## src/rtl/seq_alu.sv

```systemverilog
// Multi-cycle signed ALU: single-cycle logic ops, shift-add multiply, restoring divide.
// Optional SEQ_ALU_OVF_EN adds the OVFFLAG output and its overflow detection.
module seq_alu #(
    parameter int W    = 12,
    parameter int CNTW = 5
) (
    input  logic         CLK,
    input  logic         RST_N,
    input  logic         START,
    input  logic [W-1:0] A,
    input  logic [W-1:0] B,
    input  logic [2:0]   CTRL,
    output logic         BUSY,
    output logic         DONE,
    output logic [W-1:0] RESULT,
    output logic         ZEROFLAG,
    output logic         NEGATIVEFLAG,
    output logic         DZFLAG
`ifdef SEQ_ALU_OVF_EN
    ,
    output logic         OVFFLAG
`endif
);

    localparam logic [2:0] S_IDLE = 3'd0;
    localparam logic [2:0] S_MUL  = 3'd1;
    localparam logic [2:0] S_DIV  = 3'd2;
    localparam logic [2:0] S_FIX  = 3'd3;
    localparam logic [2:0] S_DONE = 3'd4;

    localparam logic [2:0] OP_ADD = 3'b001;
    localparam logic [2:0] OP_SUB = 3'b010;
    localparam logic [2:0] OP_AND = 3'b011;
    localparam logic [2:0] OP_OR  = 3'b100;
    localparam logic [2:0] OP_MUL = 3'b110;
    localparam logic [2:0] OP_DIV = 3'b111;

    localparam logic [W-1:0] ONE = W'(1);

    function automatic logic [W-1:0] mag(input logic [W-1:0] v);
        return v[W-1] ? (~v + ONE) : v;
    endfunction

    function automatic logic [W-1:0] apply_sign(input logic neg, input logic [W-1:0] v);
        return neg ? (~v + ONE) : v;
    endfunction

    function automatic logic [W-1:0] alu_op(input logic [2:0] op, input logic [W-1:0] a,
                                            input logic [W-1:0] b);
        case (op)
            OP_ADD:  return a + b;
            OP_SUB:  return a + ~b + ONE;
            OP_AND:  return a & b;
            OP_OR:   return a | b;
            default: return a;
        endcase
    endfunction

    logic [2:0]      state_q, state_d;
    logic [CNTW-1:0] cnt_q, cnt_d;
    logic [W-1:0]    result_q, result_d;
    logic            zero_q, zero_d, negf_q, negf_d, dz_q, dz_d;
    logic [W-1:0]    opnd_q, opnd_d, hi_q, hi_d, lo_q, lo_d;
    logic            sgn_q, sgn_d;

    logic            load_res, dz_val, last_iter;
    logic [W-1:0]    res_val;
    logic [W:0]      mul_sum, div_sh;
    logic [W-1:0]    mul_hi_n, mul_lo_n, div_diff, div_hi_n, div_lo_n;
    logic            div_ge;

    // opnd holds |A| (multiplicand) or |B| (divisor); {hi,lo} is the product / remainder:quotient pair
    assign mul_sum   = {1'b0, hi_q} + (lo_q[0] ? {1'b0, opnd_q} : '0);
    assign mul_hi_n  = mul_sum[W:1];
    assign mul_lo_n  = {mul_sum[0], lo_q[W-1:1]};
    assign div_sh    = {hi_q, lo_q[W-1]};
    assign div_ge    = div_sh >= {1'b0, opnd_q};
    assign div_diff  = div_sh[W-1:0] - opnd_q;
    assign div_hi_n  = div_ge ? div_diff : div_sh[W-1:0];
    assign div_lo_n  = {lo_q[W-2:0], div_ge};
    assign last_iter = (cnt_q == CNTW'(W - 1));

    always_comb begin
        state_d  = state_q;
        cnt_d    = cnt_q;
        opnd_d   = opnd_q;
        hi_d     = hi_q;
        lo_d     = lo_q;
        sgn_d    = sgn_q;
        load_res = 1'b0;
        res_val  = '0;
        dz_val   = 1'b0;
        case (state_q)
            S_IDLE: begin
                if (START) begin
                    sgn_d = A[W-1] ^ B[W-1];
                    cnt_d = '0;
                    hi_d  = '0;
                    case (CTRL)
                        OP_MUL: begin
                            state_d = S_MUL;
                            opnd_d  = mag(A);
                            lo_d    = mag(B);
                        end
                        OP_DIV: begin
                            if (B == '0) begin
                                state_d  = S_DONE;
                                load_res = 1'b1;
                                dz_val   = 1'b1;
                            end else begin
                                state_d = S_DIV;
                                opnd_d  = mag(B);
                                lo_d    = mag(A);
                            end
                        end
                        default: begin
                            state_d  = S_DONE;
                            load_res = 1'b1;
                            res_val  = alu_op(CTRL, A, B);
                        end
                    endcase
                end
            end
            S_MUL: begin
                hi_d  = mul_hi_n;
                lo_d  = mul_lo_n;
                cnt_d = cnt_q + CNTW'(1);
                if (last_iter) begin
                    state_d  = S_DONE;
                    load_res = 1'b1;
                    res_val  = apply_sign(sgn_q, mul_lo_n);
                end
            end
            S_DIV: begin
                hi_d  = div_hi_n;
                lo_d  = div_lo_n;
                cnt_d = cnt_q + CNTW'(1);
                if (last_iter) state_d = S_FIX;
            end
            S_FIX: begin
                state_d  = S_DONE;
                load_res = 1'b1;
                res_val  = apply_sign(sgn_q, lo_q);
            end
            default: state_d = S_IDLE;
        endcase
    end

    always_comb begin
        result_d = result_q;
        zero_d   = zero_q;
        negf_d   = negf_q;
        dz_d     = dz_q;
        if (load_res) begin
            result_d = res_val;
            zero_d   = (res_val == '0);
            negf_d   = res_val[W-1];
            dz_d     = dz_val;
        end
    end

    always_ff @(posedge CLK or negedge RST_N) begin
        if (!RST_N) begin
            state_q  <= S_IDLE;
            cnt_q    <= '0;
            result_q <= '0;
            zero_q   <= 1'b0;
            negf_q   <= 1'b0;
            dz_q     <= 1'b0;
        end else begin
            state_q  <= state_d;
            cnt_q    <= cnt_d;
            result_q <= result_d;
            zero_q   <= zero_d;
            negf_q   <= negf_d;
            dz_q     <= dz_d;
        end
    end

    always_ff @(posedge CLK) begin
        opnd_q <= opnd_d;
        hi_q   <= hi_d;
        lo_q   <= lo_d;
        sgn_q  <= sgn_d;
    end

`ifdef SEQ_ALU_OVF_EN
    localparam logic [W-1:0] MINNEG = {1'b1, {(W-1){1'b0}}};
    logic            ovf_q, ovf_d, divovf_q, divovf_d, mul_ovf;
    logic [2*W-1:0]  mul_prod;

    // A negative product may reach magnitude 2^(W-1); a positive one must stay below it
    assign mul_prod = {mul_hi_n, mul_lo_n};
    assign mul_ovf  = sgn_q ? (mul_prod > {{W{1'b0}}, MINNEG})
                            : (mul_prod >= {{W{1'b0}}, MINNEG});

    always_comb begin
        ovf_d    = ovf_q;
        divovf_d = divovf_q;
        if (state_q == S_IDLE && START) divovf_d = (A == MINNEG) && (B == '1);
        if (load_res) begin
            case (state_q)
                S_IDLE: begin
                    case (CTRL)
                        OP_ADD:  ovf_d = (A[W-1] == B[W-1]) && (res_val[W-1] != A[W-1]);
                        OP_SUB:  ovf_d = (A[W-1] != B[W-1]) && (res_val[W-1] != A[W-1]);
                        default: ovf_d = 1'b0;
                    endcase
                end
                S_MUL:   ovf_d = mul_ovf;
                S_FIX:   ovf_d = divovf_q;
                default: ovf_d = 1'b0;
            endcase
        end
    end

    always_ff @(posedge CLK or negedge RST_N) begin
        if (!RST_N) ovf_q <= 1'b0;
        else        ovf_q <= ovf_d;
    end

    always_ff @(posedge CLK) divovf_q <= divovf_d;

    assign OVFFLAG = ovf_q;
`endif

    assign BUSY         = (state_q != S_IDLE);
    assign DONE         = (state_q == S_DONE);
    assign RESULT       = result_q;
    assign ZEROFLAG     = zero_q;
    assign NEGATIVEFLAG = negf_q;
    assign DZFLAG       = dz_q;

endmodule
```

## config.mk

```make
export PLATFORM = sky130hd
export DESIGN_NAME = seq_alu
export DESIGN_NICKNAME = d
export VERILOG_FILES = /design/src/rtl/seq_alu.sv
export SDC_FILE = /design/constraint.sdc
export NUM_CORES = 1
export LEC_CHECK = 0
export ABC_AREA = 0
export BUFFER_PORTS_ARGS = -buffer_cell sky130_fd_sc_hd__buf_2
export CORE_UTILIZATION = 28
export CTS_BUF_LIST = sky130_fd_sc_hd__clkbuf_2
export DETAILED_ROUTE_END_ITERATION = 6
export GPL_TIMING_DRIVEN = 0
export PLACE_DENSITY_LB_ADDON = 0.05
export REMOVE_ABC_BUFFERS = 1
export SLEW_MARGIN = 20
export SYNTH_ARGS = -nofsm -noshare
export SYNTH_HDL_FRONTEND = slang
export SYNTH_SLANG_ARGS = --single-unit
```

## constraint.sdc

```tcl
create_clock -name CLK -period 3.5 [get_ports CLK]
set_input_delay 0.175 -clock CLK [delete_from_list [all_inputs] [get_ports CLK]]
set_output_delay 0.175 -clock CLK [all_outputs]
set_load 0.02 [all_outputs]
```

==> results of run 1 <==
[repair_timing]
item | in CTS | in global routing
endpoints found under the setup margin | 1 | 1
hold endpoints to repair | 22 | 0
cloned | 0 | 0
pin swaps | 0 | 0
resized for setup | 1 | 2
hold buffers | 1 | 0
buffers inserted | 1 | 0
[power by group]
part	switching [mW]	internal [mW]
Clock	0.286	0.162
Combinational	1.79	1.20
Sequential	0.319	1.10
[critical path, stage by stage (launching register included)]
cell and delay (ns):
dfrtp_1 0.52, or4b_1 0.84, a21oi_4 0.48, o21ai_0 0.24, a21o_2 0.26, o32ai_1 0.39, nor4b_2 0.11, or3b_1 0.21
o31ai_2 0.07
[cell usage in the layout, fill, tap and decap left out, types with 17 or more instances in the layout]
cell type | synthesis | routed
ha_1 | 65 | 65
nor2_1 | 94 | 94
dfrtp_1 | 22 | 22
nor3_1 | 21 | 20
buf_2 | 2 | 46
o21ai_0 | 52 | 52
inv_1 | 58 | 57
edfxtp_1 | 37 | 37
a22oi_1 | 18 | 18
nand3_1 | 17 | 17
xnor2_1 | 44 | 44
nand2_1 | 59 | 59
a21oi_1 | 62 | 60
[registers in the layout (all words and copies together), names as in the netlist]
signal / flops
sgn_q: 1
opnd_q: 12
lo_q: 12
ZEROFLAG: 1
RESULT: 12
state_q: 3
cnt_q: 5
hi_q: 12
DZFLAG: 1
[kinds of logic after synthesis]
group | after synthesis | synth area share (%)
flops | 59 | 24.5
xor+xnor | 60 | 7.76
fa+ha+maj | 69 | 13.2
mux | 15 | 2.23
buf+inv | 105 | 7.07
compound gates | 270 | 26.6
simple gates | 259 | 18.7
[per-stage QoR]
stage,hold slack (ns),cells,total power [mW]
after floorplan,-0.121,790,3.47
after global placement,0.176,1155,4.34
after detailed placement,0.190,1158,4.43
after CTS,0.0417,1176,4.91
after global routing,0.0642,1177,5.30
final,0.0685,1177,4.86
[routing by layer]
metal,vias up,wire (µm),track usage [%]
met5,-,0,0
met4,0,158,4.16
met3,9,924,2.67
met2,154,11400,33.8
met1,3160,11600,27.5
li1,3105,-,-
[final timing paths]
path,startpoint,to,slack (ns),cells after the start
worst min register to register,RESULT[6],RESULT[6],0.50,1
worst min-delay path,B[0],opnd_q[0],0.07,3
worst max-delay path,state_q[2],ZEROFLAG,0.27,8
max in group asynchronous,RST_N,RESULT[2],3.03,2
min in group asynchronous,RST_N,state_q[2],0.08,2
worst max register to register,state_q[2],ZEROFLAG,0.27,8
[cell type report]
class	instances	area (µm²)	share of cell area (%)
diodes	1	2.50	0.0340
clock buffers	10	50.0	0.680
clock inverters	6	55.1	0.748
inverters	58	221	3.01
multi-input cells	673	4690	63.7
flip-flops and latches	59	1660	22.6
well taps	319	399	5.43
repair buffers	51	278	3.78
==> qor.txt, run 1 <==
Status = complete, no violations
Warnings from Yosys = 0
Final GP Congestion = 0.904
Synth area leaders = edfxtp_1 16%, ha_1 12%, dfrtp_1 8.1%
Area Overhead vs Synth = 8.61%
Arrival time worst endpoint = 3.70 ns
Sink Count = 59
Vias post-DR = 6428
Fin crit share = 92.4%
Main synth FF type = edfxtp_1
CTS Buf Count = 9
ANT nets after route = 0
Worst setup SP type = flip-flop
Maximum VDD drop = 0.272 mV
Die footprint = 24800 µm²
Port Buffers = 46
Final worst path period need = 3.23 ns
Site Rows = 56
Vias/cell = 5.46
Vias in the first global route = 6278
Cells after synthesis = 837
First-pass GRT wire length = 37.6 mm
Fill cells = 2563
CTS tree = yes
Number of synthesized flops with an enable pin = 37
Core Area = 23600 µm²
Num ports = 47
Initial antenna violation count = 1
Hold crit path type = primary input to flip-flop
Leak pwr = 3.08 nW
Pwr dens = 661 nW/µm²
Routed WL per cell = 20.4 µm
Crit Path Max Fanout = 11
Async S/R FF share, synth = 37.3%
Global Route Usage Sum = 20.2%
Crit end category = flip-flop
Peak Freq = 0.309 GHz
Layout cells sized above 1 = 11.6%
Largest net degree at the start of global routing = 42
Place WS = -0.105 ns
H-tree depth = 3
Unrepaired setup endpoints after global routing = no
Longest Clk Path Bufs = 2
Synth area leader = edfxtp_1
Most frequent cells after synthesis = 94 x nor2_1, 65 x ha_1, 62 x a21oi_1, 59 x nand2_1, 58 x inv_1
Layout Nets = 951
Distinct cells, synth = 80
DRT Pass-1 Iters = 5
Critical path type = flip-flop to flip-flop
CP required = 3.97 ns
Avg Inst Size Synth = 8.09 µm²
Final Max Slew Viols = 0
Setup TNS = 0 ns
Final Hold Violating Endpoints = 0
Grt total ovfl = 0
Seq/Total Area, Yosys = 24.5%
Root buf cell = clkbuf_2
Clock Skew = 0.0547 ns
Most common cell in the netlist = nor2_1
Slew at the pin closest to its max-slew limit = 1.18 ns
Max Cap Violations = 0
Final worst slack = 0.268 ns
Relative slew slack = 20.8%
Setup violators final = 0
Drt drc = 0
DPL Wire Length = 19.0 mm
Die width = 158 µm
Top-area cell type share of the netlist area = 16.4%
Routed WL = 24.0 mm
Syn Std Cell Area = 6770 µm²
#FFs+latches synth = 59
Worst-path clk slew = 0.21 ns
Die height = 158 µm
Final Util = 31.2%
Initial core utilization = 28.7%
Clock Latency Late Sink = 0.56 ns
Final instance area = 7360 µm²
Post-DP Area = 7210 µm²
Initial DRC count = 424
(Power assumes the default switching activity.)
==> run 2, diff against run 1 <==
--- a/config.mk
+++ b/config.mk
@@ -11,6 +11,7 @@
 export CTS_BUF_LIST = sky130_fd_sc_hd__clkbuf_2
 export DETAILED_ROUTE_END_ITERATION = 6
 export GPL_TIMING_DRIVEN = 0
+export MAX_ROUTING_LAYER = met4
 export PLACE_DENSITY_LB_ADDON = 0.05
 export REMOVE_ABC_BUFFERS = 1
 export SLEW_MARGIN = 20
==> constraint.sdc (replaced) <==
create_clock -name CLK -period 3.3 [get_ports CLK]
set_input_delay 0.165 -clock CLK [delete_from_list [all_inputs] [get_ports CLK]]
set_output_delay 0.165 -clock CLK [all_outputs]
set_load 0.02 [all_outputs]
==> run 2 against run 1 <==
  * First-iteration DRC count shrank 9.9%
  * Global-route usage grew 0.62 points
  * Sequential power grew 6%
  * Total power grew 9.2%
  * Combinational power grew 12%
  * Worst hold slack lost 0.034 ns
  * Critical path type unchanged
==> qor.txt, run 2 (synthesized netlist as in run 1, its figures left out) <==
Initial core utilization = 28.7% (unchanged)
Post-DP Area = 7210 µm² (-0.10%)
Vias post-DR = 6432 (+0.062%)
Routed WL per cell = 20.2 µm (-0.89%)
Slew at the pin closest to its max-slew limit = 1.14 ns (-0.0395 ns)
CP max stage delay = 0.59 ns (-0.25 ns)
Layout Nets = 958 (+0.74%)
Root buf cell = clkbuf_2
Status = complete, no violations
Final instance area = 7470 µm² (+1.6%)
Maximum VDD drop = 0.345 mV (+27%)
Crit Path Max Fanout = 6 (-5)
Drt drc = 0 (unchanged)
Num ports = 47 (unchanged)
Cell family with most CP delay = simple AND/OR/NAND/NOR gates
Clock Skew = 0.0693 ns (+0.0146 ns)
Setup violators final = 0 (unchanged)
Hold path start = B[0]
ANT nets after route = 0 (unchanged)
CTS tree = yes
Most frequent cells in the layout = 94 x nor2_1, 65 x ha_1, 59 x a21oi_1, 59 x nand2_1, 57 x inv_1
Crit end category = flip-flop
Worst path buffer plus inverter count = 0 (unchanged)
Hold crit path type = primary input to flip-flop
Critical path type = flip-flop to flip-flop
Arrival time worst endpoint = 3.60 ns (-0.10 ns)
Initial antenna violation count = 1 (unchanged)
Place WS = -0.502 ns (-0.397 ns)
DRT Pass-1 Iters = 5 (unchanged)
CTS Buf Count = 9 (unchanged)
Final GP Congestion = 0.907 (+0.33%)
Pwr Total = 5.31 mW (+9.2%)
Final worst path period need = 3.12 ns (-0.111 ns)
First-pass GRT wire length = 37.8 mm (+0.68%)
Die footprint = 24800 µm² (unchanged)
DPL Wire Length = 18.8 mm (-0.77%)
Vias/cell = 5.43 (-0.53%)
Switching Share = 48.9% (-0.38 points)
Hold path depth = 3 (unchanged)
R2R Path Start = lo_q[6]
Longest Clk Path Bufs = 2 (unchanged)
Sink Count = 59 (unchanged)
Vias in the first global route = 6386 (+1.7%)
Cells along the critical path = or4_4 > or3_4 > o31ai_1 > xnor2_1 > nor2_1 > nor4b_2 > or3b_1 > o31ai_2
Seq pwr share = 28.2% (-1.0 points)
Most common cell after layout, fill and taps aside = nor2_1
Max Cap Violations = 0 (unchanged)
Pwr dens = 711 nW/µm² (+7.5%)
Critical path depth in cells = 8 (unchanged)
Worst Hold Path EP = opnd_q[0]
Final Max Slew Viols = 0 (unchanged)
Critical path's slowest cell = or4_4
Relative slew slack = 23.5% (+2.7 points)
Net Switching = 2.60 mW (+8.4%)
Largest net degree at the start of global routing = 42 (unchanged)
Internal power = 2.71 mW (+10%)
Port Buffers = 46 (unchanged)
Worst setup SP type = flip-flop
Gate power share = 62.8% (+1.2 points)
Worst r2r dst = ZEROFLAG
Leak pwr = 3.13 nW (+1.6%)
Unrepaired setup endpoints after global routing = no
Initial DRC count = 382 (-9.9%)
Die width = 158 µm (unchanged)
Final worst slack = 0.179 ns (-0.0887 ns)
Area Overhead vs Synth = 10.3%
R2R cell count = 8 (unchanged)
Flop-to-flop setup slack = 0.18 ns (-0.09 ns)
Site Rows = 56 (unchanged)
Core Area = 23600 µm² (unchanged)
Worst-path clk slew = 0.23 ns (+0.02 ns)
Routed WL = 24.0 mm (-0.30%)
Peak Freq = 0.320 GHz (+3.6%)
Global Route Usage Sum = 20.8% (+0.62 points)
Final Hold Violating Endpoints = 0 (unchanged)
Clock Latency Late Sink = 0.59 ns (+0.03 ns)
Die height = 158 µm (unchanged)
H-tree depth = 3 (unchanged)
Grt total ovfl = 0 (unchanged)
CP required = 3.78 ns (-0.19 ns)
Fin crit share = 94.6% (+2.2 points)
Clock power share = 8.9% (-0.3 points)
Layout cells sized above 1 = 13.5% (+2.0 points)
-- run 2: changes by cell type in the layout (fill, tap and decap cells not counted), sizes merged --
cell / change
buf: +7
clkinv: -3
inv: +2
clkbuf: +1
-- run 2: worst max path at each step --
stage,from,endpoint,slack (ns)
6_report,lo_q[6],ZEROFLAG,0.18
5_1_grt,state_q[1],lo_q[5],0.02
4_1_cts,hi_q[0],hi_q[4],0.02
3_5_place_dp,state_q[1],ZEROFLAG,-0.50
3_3_place_gp,opnd_q[1],hi_q[7],-0.88
2_1_floorplan,hi_q[0],hi_q[0],0.15
-- run 2: tightest hold or removal path, cell delays in order --
cell and delay [ns]:
buf_2 0.16, nand2_1 0.06, o21ai_0 0.07
-- run 2: area by class of cell --
class,instances,area (µm²)
Fill cell,2567,16100
Multi-Input combinational cell,673,4750
Sequential cell,59,1660
Tap cell,319,399
Timing Repair Buffer,58,339
Inverter,58,221
Clock buffer,11,55.1
Clock inverter,5,45.0
Antenna cell,1,2.50
-- run 2: stage by stage --
stage          TNS (ns)  instances  hold WS (ns)  util, %
2_1_floorplan         0        790        -0.131        -
3_3_place_gp     -14.51       1155         0.156     30.2
3_5_place_dp      -1.52       1158         0.160     30.5
4_1_cts               0       1176        0.0172     31.2
5_1_grt               0       1184        0.0577     31.7
6_report              0       1184        0.0342     31.7
-- run 2: timing repair --
item / in CTS / in global routing
resized for setup: 7 / 9
hold endpoints to repair: 22 / 0
pin swaps: 2 / 3
setup endpoints to repair: 15 / 9
hold buffers: 1 / 0
buffers inserted: 1 / 7
-- run 2: power by group through the flow --
| stage | clock network [mW] | logic [mW] | registers (mW) |
|---|---|---|---|
| 6_report | 0.475 | 3.34 | 1.50 |
| 5_1_grt | 0.516 | 3.70 | 1.55 |
| 4_1_cts | 0.494 | 3.21 | 1.50 |
| 3_5_place_dp | 0 | 3.15 | 1.52 |
| 3_3_place_gp | 0 | 3.10 | 1.51 |
| 2_1_floorplan | 0 | 2.16 | 1.52 |
-- run 2: routing by layer --
| metal | routed length (µm) | global-route usage, % | up-vias |
|---|---|---|---|
| met2 | 11100 | 32.8 | 177 |
| met4 | 613 | 7.54 | 0 |
| met5 | 0 | - | - |
| met3 | 920 | 2.56 | 28 |
| met1 | 11300 | 27.2 | 3109 |
| li1 | - | - | 3118 |
